[config.mk]
export PLATFORM = sky130hd
export DESIGN_NAME = mem_seq_rd_tracker
export DESIGN_NICKNAME = d
export VERILOG_FILES = /design/src/rtl/mem_seq_rd_tracker.sv
export SDC_FILE = /design/constraint.sdc
export NUM_CORES = 1
export LEC_CHECK = 0
export CAP_MARGIN = 0
export CORE_MARGIN = 3
export CORE_UTILIZATION = 36
export CTS_CLUSTER_DIAMETER = 120
export CTS_CLUSTER_SIZE = 10
export DETAILED_ROUTE_END_ITERATION = 8
export PLACE_DENSITY_LB_ADDON = 0.15
export RECOVER_POWER = 50
export SLEW_MARGIN = 15
export SYNTH_ARGS = -nofsm -noshare
export SYNTH_HDL_FRONTEND = slang
export SYNTH_SLANG_ARGS = --single-unit
[constraint.sdc]
create_clock -name clk_i -period 1.6 [get_ports clk_i]
set_clock_uncertainty 0.2 [all_clocks]
set_input_delay 0.32 -clock clk_i [delete_from_list [all_inputs] [get_ports clk_i]]
set_output_delay 0.32 -clock clk_i [all_outputs]
set_load 0.02 [all_outputs]
[src/rtl/mem_seq_rd_tracker.sv]
// Delay line carrying {valid, expected, addr} of each read until its data returns.
module mem_seq_rd_tracker #(
  parameter int unsigned AddrWidth = 64,
  parameter int unsigned DataWidth = 64,
  parameter int unsigned Latency   = 1
) (
  input  logic                 clk_i,
  input  logic                 rst_ni,
  input  logic                 push_i,
  input  logic [DataWidth-1:0] exp_i,
  input  logic [AddrWidth-1:0] addr_i,
  output logic                 cmp_valid_o,
  output logic [DataWidth-1:0] cmp_exp_o,
  output logic [AddrWidth-1:0] cmp_addr_o
);

  logic [Latency-1:0]   vld_q, vld_d;
  logic [DataWidth-1:0] exp_q  [Latency];
  logic [DataWidth-1:0] exp_d  [Latency];
  logic [AddrWidth-1:0] addr_q [Latency];
  logic [AddrWidth-1:0] addr_d [Latency];

  always_comb begin
    vld_d     = vld_q;
    exp_d     = exp_q;
    addr_d    = addr_q;
    vld_d[0]  = push_i;
    exp_d[0]  = exp_i;
    addr_d[0] = addr_i;
    for (int unsigned k = 1; k < Latency; k++) begin
      vld_d[k]  = vld_q[k-1];
      exp_d[k]  = exp_q[k-1];
      addr_d[k] = addr_q[k-1];
    end
  end

  always_ff @(posedge clk_i) begin
    if (!rst_ni) begin
      vld_q <= '0;
      for (int unsigned k = 0; k < Latency; k++) begin
        exp_q[k]  <= '0;
        addr_q[k] <= '0;
      end
    end else begin
      vld_q  <= vld_d;
      exp_q  <= exp_d;
      addr_q <= addr_d;
    end
  end

  assign cmp_valid_o = vld_q[Latency-1];
  assign cmp_exp_o   = exp_q[Latency-1];
  assign cmp_addr_o  = addr_q[Latency-1];

endmodule

==> impl_metrics.yaml, run 1 <==
synth:
  synth_area_um2: 3530
  synth_cell_types: 4
  yosysSeqAreaShare: 0.731
  syn_avg_cell_area_um2: 13.0
  postSynthNetCount: 403
  ys_seq_elements: 129
  syn_inst: 272
  ys_warn_count: 0
global_routing:
  grt_pass1_wl_um: 15800
  grt_overflow_total: 0
  grt_usage: 0.188
  grt_max_degree: 63
  grt_pass1_vias: 2792
  antenna_found_initial: 0
route:
  drt-wirelength-per-cell_um: 15.0
  drcViolationCount: 0
  drt_pass1_iterations: 4
  vias: 2730
  drt-initial-drc-count: 46
  wl_um: 10200
  viasPerCell: 4.01
  ant_nets: 0
sta:
  rsz0062_at_grt: "no"
  hold_viol_final: 0
  tns_ns: 0
  post-route-min-period_ns: 1.52
  slew-limit-headroom: 0.720
  fmax_mhz: 660
  post-route-period-util: 0.947
  final-setup-viol-count: 0
  tightestPinTransition_ns: 0.420
  drv_slew: 0
critical_path:
  start_kind: "register"
  critPathKind: "register to output port"
  crit_required_ns: 1.08
  cp_top_family: "flip-flops"
  critPathCaptureType: "output port"
  cp_num_buf_inv: 1
  max_stage_delay_ns: 0.33
  cp_max_fo: 1
  crit_chain: "buf_2"
  crit_path_top_delay_cell: "dfxtp_1"
  cp.arrival_ns: 1.00
die:
  initial_core_util: 0.377
  fp-row-count: 35
  dieArea_um2: 11000
  die_height_um: 105
  core_area_um2: 9370
  die_w_um: 105
  io_pins: 260
final_layout:
  syn_to_final_growth_pct: 74.8
  layout_common_cells: "buf_2, dfxtp_1, clkdlybuf4s50_1"
  layout-drive-gt1-share: 0.295
  n_antenna_cell: 0
  final_common_cell: "buf_2"
  final_nets: 670
clock_tree:
  clock-root-buffer: "clkbuf_8"
  cts_tree: "built"
  cts_sinks: 129
  path_clk_slew_ns: 0.06
  cts_buffer_depth: 2
  ctsHtreeMaxLevel: 4
  numCtsBuffers: 17
job:
  cap_violations: 0
placed_design:
  io_buffers: 259
  gp_congestion: 0.727
  hpwl_um: 7770
power_and_ir_drop:
  finalPower_w: 0.00847
  leakage_nw: 2.86
  ir_drop_mv: 0.863
  power_density_nw_per_um2: 1370
status:
  outcome: "completed"
min_path:
  hold_class: "input pin to register"
==> Yosys cell counts, drive strengths merged <==
library cell  count  area share
dfxtp           129        0.73
buf              14       0.041
and2            129        0.23
==> kinds of logic after synthesis <==
group                  share of synthesized area
AND/OR/NAND/NOR                            0.228
buffers and inverters                     0.0411
flip-flops                                 0.731
==> stage by stage <==
stage / hold slack, ns / instances / setup slack, ns / area, µm² / utilization
floorplan: 0.242 / 272 / 0.592 / 3530 / -
global placement: 0.513 / 648 / 0.142 / 6180 / 0.659
detailed placement: 0.516 / 648 / 0.134 / 6180 / 0.659
CTS: 0.155 / 681 / 0.000842 / 6350 / 0.678
global route: 0.166 / 681 / 0.0207 / 6180 / 0.659
finish: 0.178 / 681 / 0.0841 / 6180 / 0.659
==> registers in the layout, summed over array words and instances (netlist names) <==
register / cells
cmp_addr_o: 64
cmp_valid_o: 1
cmp_exp_o: 64
==> cell type report <==
class,instances,area [µm²]
clock buffer,20,445
fill,806,3190
clock inverter,12,203
timing repair buffer,262,1980
sequential,129,2580
multi-input combinational,129,807
tap,129,161
==> layer usage <==
layer | track usage | part of all wire | vias up
li1 | - | - | 1355
met1 | 0.196 | 0.38 | 1191
met2 | 0.314 | 0.49 | 170
met3 | 0.0994 | 0.11 | 14
met4 | 0.0825 | 0.017 | 0
met5 | 0 | 0 | -
==> report_power, final <==
part	internal, W	switching (W)	total [W]
Combinational	0.000468	0.000402	0.000870
Sequential	0.00339	0.0000392	0.00343
Clock	0.00278	0.00139	0.00417
==> worst paths after layout <==
kind  depth (start not counted)          start       endpoint
max                           1  cmp_exp_o[61]  cmp_exp_o[61]
min                           2      exp_i[62]  cmp_exp_o[62]
==> repair_timing <==
action / CTS / global route
setup endpoints to repair: 129 / 26
buffers inserted: 0 / 0
hold buffers: 1 / 0
endpoints found under the hold margin: 8 / 0
resized for setup: 491 / 26
pin swaps: 0 / 0
No activity file was read; power rests on OpenSTA's default activity.
==> run 2: changes to the inputs <==
clock period = 1.8 ns   (was 1.6 ns; I/O delays follow)
==> impl_metrics.yaml, run 2 (synthesis gave the netlist of run 1 again) <==
sta:
  fmax_mhz: 579
  slew-limit-headroom: 0.349
  rsz0062_at_grt: "no"
  tightestPinTransition_ns: 0.976
  tns_ns: 0
  final-setup-viol-count: 0
  worst_slack_ns: 0.0716
  drv_slew: 0
  hold_viol_final: 0
  post-route-period-util: 0.960
  post-route-min-period_ns: 1.73
placed_design:
  io_buffers: 259
  place_ws_ns: 0.294
  gp_congestion: 0.730
  hpwl_um: 7630
critical_path:
  cp_num_buf_inv: 1
  critPathKind: "register to output port"
  critPathCaptureType: "output port"
  cp_max_fo: 1
  max_stage_delay_ns: 0.35
  start_kind: "register"
  crit_path_top_delay_cell: "dlygate4sd2_1"
  crit_required_ns: 1.24
  cp.arrival_ns: 1.17
  cp_top_family: "buffers and inverters"
  crit_chain: "dlygate4sd2_1"
power_and_ir_drop:
  ir_drop_mv: 0.685
  power_density_nw_per_um2: 1120
  switchingPower_w: 0.00160
  finalPower_w: 0.00739
  comb_power_share: 0.109
  power_frac_seq: 0.412
  internal_power_w: 0.00579
  leakage_nw: 3.08
  power_frac_clock: 0.479
  swShare: 0.216
global_routing:
  grt_max_degree: 130
  grt_pass1_wl_um: 15500
  grt_pass1_vias: 2859
  grt_overflow_total: 0
  grt_usage: 0.186
  antenna_found_initial: 0
route:
  drt_pass1_iterations: 4
  drcViolationCount: 0
  ant_nets: 0
  viasPerCell: 4.04
  drt-initial-drc-count: 55
  vias: 2745
  drt-wirelength-per-cell_um: 14.9
  wl_um: 10100
final_layout:
  syn_to_final_growth_pct: 87.0
  layout-drive-gt1-share: 0.0600
  fillers: 809
  final_nets: 668
  n_antenna_cell: 0
  layout_common_cells: "dfxtp_1, clkdlybuf4s50_1, dlygate4sd2_1"
clock_tree:
  cts_buffer_depth: 2
  cts_sinks: 129
  cts_tree: "built"
  clock-root-buffer: "clkbuf_8"
  path_clk_slew_ns: 0.06
  ctsHtreeMaxLevel: 4
  numCtsBuffers: 17
die:
  fp-row-count: 35
  dieArea_um2: 11000
  initial_core_util: 0.377
  die_w_um: 105
  die_height_um: 105
  core_area_um2: 9370
  io_pins: 260
status:
  outcome: "completed"
min_path:
  hold_class: "input pin to register"
job:
  cap_violations: 0
-- run 2: changes by cell type in the layout (fill, tap and decap cells not counted), sizes merged --
cell,change
dlygate4sd2,+128
clkinv,+1
buf,-131
bufinv,-1
clkdlybuf4s15,+1
inv,-1
clkbuf,+1
dlygate4sd3,-1
clkinvlp,+1
-- run 2: worst paths after layout --
| check | from | endpoint | slack [ns] | cells past startpoint |
|---|---|---|---|---|
| worst max-delay path | cmp_addr_o[62] | cmp_addr_o[62] | 0.07 | 1 |
| worst min-delay path | exp_i[62] | cmp_exp_o[62] | 0.23 | 2 |
-- run 2: metal layers --
metal  track usage  routed length [µm]
met2         0.316                5040
met4        0.0862                 184
met1         0.194                3670
met3        0.0889                1190
met5             0                   0
-- run 2: per-stage QoR --
stage | std cells | cell area (µm²) | hold slack, ns | util
global route | 679 | 6610 | 0.217 | 0.705
finish | 679 | 6610 | 0.230 | 0.705
global placement | 647 | 6160 | 0.738 | 0.657
CTS | 679 | 6620 | 0.212 | 0.707
floorplan | 272 | 3530 | 0.282 | -
detailed placement | 647 | 6160 | 0.744 | 0.657
-- run 2: area by class of cell --
class	instances	area (µm²)	share of cell area
repair buffers	260	2430	0.368
clock buffers	20	445	0.0674
well taps	129	161	0.0244
multi-input cells	129	807	0.122
clock inverters	12	180	0.0273
flip-flops and latches	129	2580	0.391
-- run 2: power by group through the flow --
| stage | sequential [W] | combinational, W | clock, W |
|---|---|---|---|
| global placement | 0.00311 | 0.000913 | 0 |
| CTS | 0.00305 | 0.000822 | 0.00362 |
| detailed placement | 0.00311 | 0.000923 | 0 |
| floorplan | 0.00331 | 0.000140 | 0 |
| finish | 0.00304 | 0.000803 | 0.00354 |
| global route | 0.00306 | 0.000860 | 0.00376 |
-- run 2: repair_timing --
item,4_1_cts,5_1_grt
setup buffers,0,0
hold buffers,0,0
gates cloned,0,0
setup endpoints to repair,129,1
resized for setup,129,1
==> run 3: changes to the inputs <==
MAX_ROUTING_LAYER = met4   (was default)
REMOVE_ABC_BUFFERS = 1   (was default)
==> impl_metrics.yaml, run 3 (synthesis gave the netlist of run 1 again) <==
sta:
  drv_slew: 0
  tns_ns: 0
  slew-limit-headroom: 0.343
  whs_ns: 0.239
  fmax_mhz: 581
  hold_viol_final: 0
  final-setup-viol-count: 0
  rsz0062_at_grt: "no"
  tightestPinTransition_ns: 0.986
  post-route-period-util: 0.956
  post-route-min-period_ns: 1.72
critical_path:
  cp_top_family: "buffers and inverters"
  crit_required_ns: 1.24
  start_kind: "register"
  max_stage_delay_ns: 0.36
  critPathKind: "register to output port"
  cp_num_buf_inv: 1
  crit_path_top_delay_cell: "dlygate4sd2_1"
  crit_chain: "dlygate4sd2_1"
  critPathCaptureType: "output port"
  cp_max_fo: 1
  cp.arrival_ns: 1.16
global_routing:
  grt_max_degree: 130
  grt_pass1_wl_um: 14800
  grt_pass1_vias: 2933
  antenna_found_initial: 0
  grt_overflow_total: 0
  grt_usage: 0.181
die:
  core_area_um2: 9370
  die_w_um: 105
  fp-row-count: 35
  die_height_um: 105
  io_pins: 260
  initial_core_util: 0.377
  dieArea_um2: 11000
route:
  drt-wirelength-per-cell_um: 14.4
  ant_nets: 0
  viasPerCell: 4.07
  drt_pass1_iterations: 3
  drcViolationCount: 0
  wl_um: 9740
  vias: 2757
  drt-initial-drc-count: 61
clock_tree:
  numCtsBuffers: 17
  path_clk_slew_ns: 0.06
  ctsHoldBuffers: 0
  cts_sinks: 129
  ctsHtreeMaxLevel: 4
  cts_tree: "built"
  cts_buffer_depth: 2
  clock-root-buffer: "clkbuf_8"
  post_cts_buffers: 0
power_and_ir_drop:
  power_frac_clock: 0.465
  power_density_nw_per_um2: 1090
  switchingPower_w: 0.00159
  leakage_nw: 3.07
  comb_power_share: 0.112
  power_frac_seq: 0.423
  internal_power_w: 0.00560
  ir_drop_mv: 0.643
  swShare: 0.221
placed_design:
  hpwl_um: 7390
  gp_congestion: 0.812
  io_buffers: 259
final_layout:
  n_antenna_cell: 0
  layout-drive-gt1-share: 0.0601
  fillers: 785
  syn_to_final_growth_pct: 86.1
  final_nets: 668
  utilization: 0.702
  layout_common_cells: "dfxtp_1, clkdlybuf4s50_1, dlygate4sd2_1"
min_path:
  min_from: "exp_i[62]"
  hold_depth: 2
  hold_class: "input pin to register"
  hold_path_end: "cmp_exp_o[62]"
job:
  cap_violations: 0
status:
  outcome: "completed"
## run 3: layer usage
layer,GRT usage,vias to the layer above,share of wire
li1,-,1349,-
met4,0.0806,0,0.025
met2,0.304,172,0.50
met5,-,-,0
met3,0.0994,19,0.12
met1,0.170,1217,0.35
## run 3: what timing repair did
item | CTS | global route
endpoints found under the hold margin | 0 | 0
endpoints found under the setup margin | 129 | 2
gates resized for setup | 129 | 2
## run 3: area by class of cell
| cell class | instances | area [µm²] | area share |
|---|---|---|---|
| well taps | 129 | 161 | 0.0245 |
| multi-input cells | 129 | 807 | 0.123 |
| clock buffers | 18 | 428 | 0.0651 |
| clock inverters | 13 | 163 | 0.0247 |
| repair buffers | 260 | 2440 | 0.370 |
| flip-flops and latches | 129 | 2580 | 0.393 |
## run 3: worst max path at each step
stage	to	slack, ns	depth (start not counted)	startpoint
after detailed placement	cmp_exp_o[23]	0.29	1	cmp_exp_o[23]
after CTS	cmp_exp_o[23]	0.03	1	cmp_exp_o[23]
after floorplan	cmp_addr_o[0]	0.84	0	cmp_addr_o[0]
after global placement	cmp_addr_o[34]	0.30	1	cmp_addr_o[34]
final	cmp_exp_o[23]	0.08	1	cmp_exp_o[23]
after global routing	cmp_exp_o[23]	0.005	1	cmp_exp_o[23]
## run 3: power groups by stage
| stage | sequential [W] | combinational, W | clock, W |
|---|---|---|---|
| 6_report | 0.00304 | 0.000802 | 0.00335 |
| 3_5_place_dp | 0.00311 | 0.000922 | 0 |
| 5_1_grt | 0.00306 | 0.000857 | 0.00356 |
| 2_1_floorplan | 0.00331 | 0.0000919 | 0 |
| 4_1_cts | 0.00305 | 0.000819 | 0.00342 |
| 3_3_place_gp | 0.00311 | 0.000912 | 0 |
## run 3: per-stage QoR
| step | total power (W) | cells | setup slack (ns) | cell area [µm²] |
|---|---|---|---|---|
| 2_1_floorplan | 0.00340 | 258 | 0.845 | 3390 |
| 3_3_place_gp | 0.00402 | 647 | 0.299 | 6160 |
| 3_5_place_dp | 0.00403 | 647 | 0.293 | 6160 |
| 4_1_cts | 0.00728 | 678 | 0.0267 | 6590 |
| 5_1_grt | 0.00748 | 678 | 0.00494 | 6580 |
| 6_report | 0.00719 | 678 | 0.0795 | 6580 |
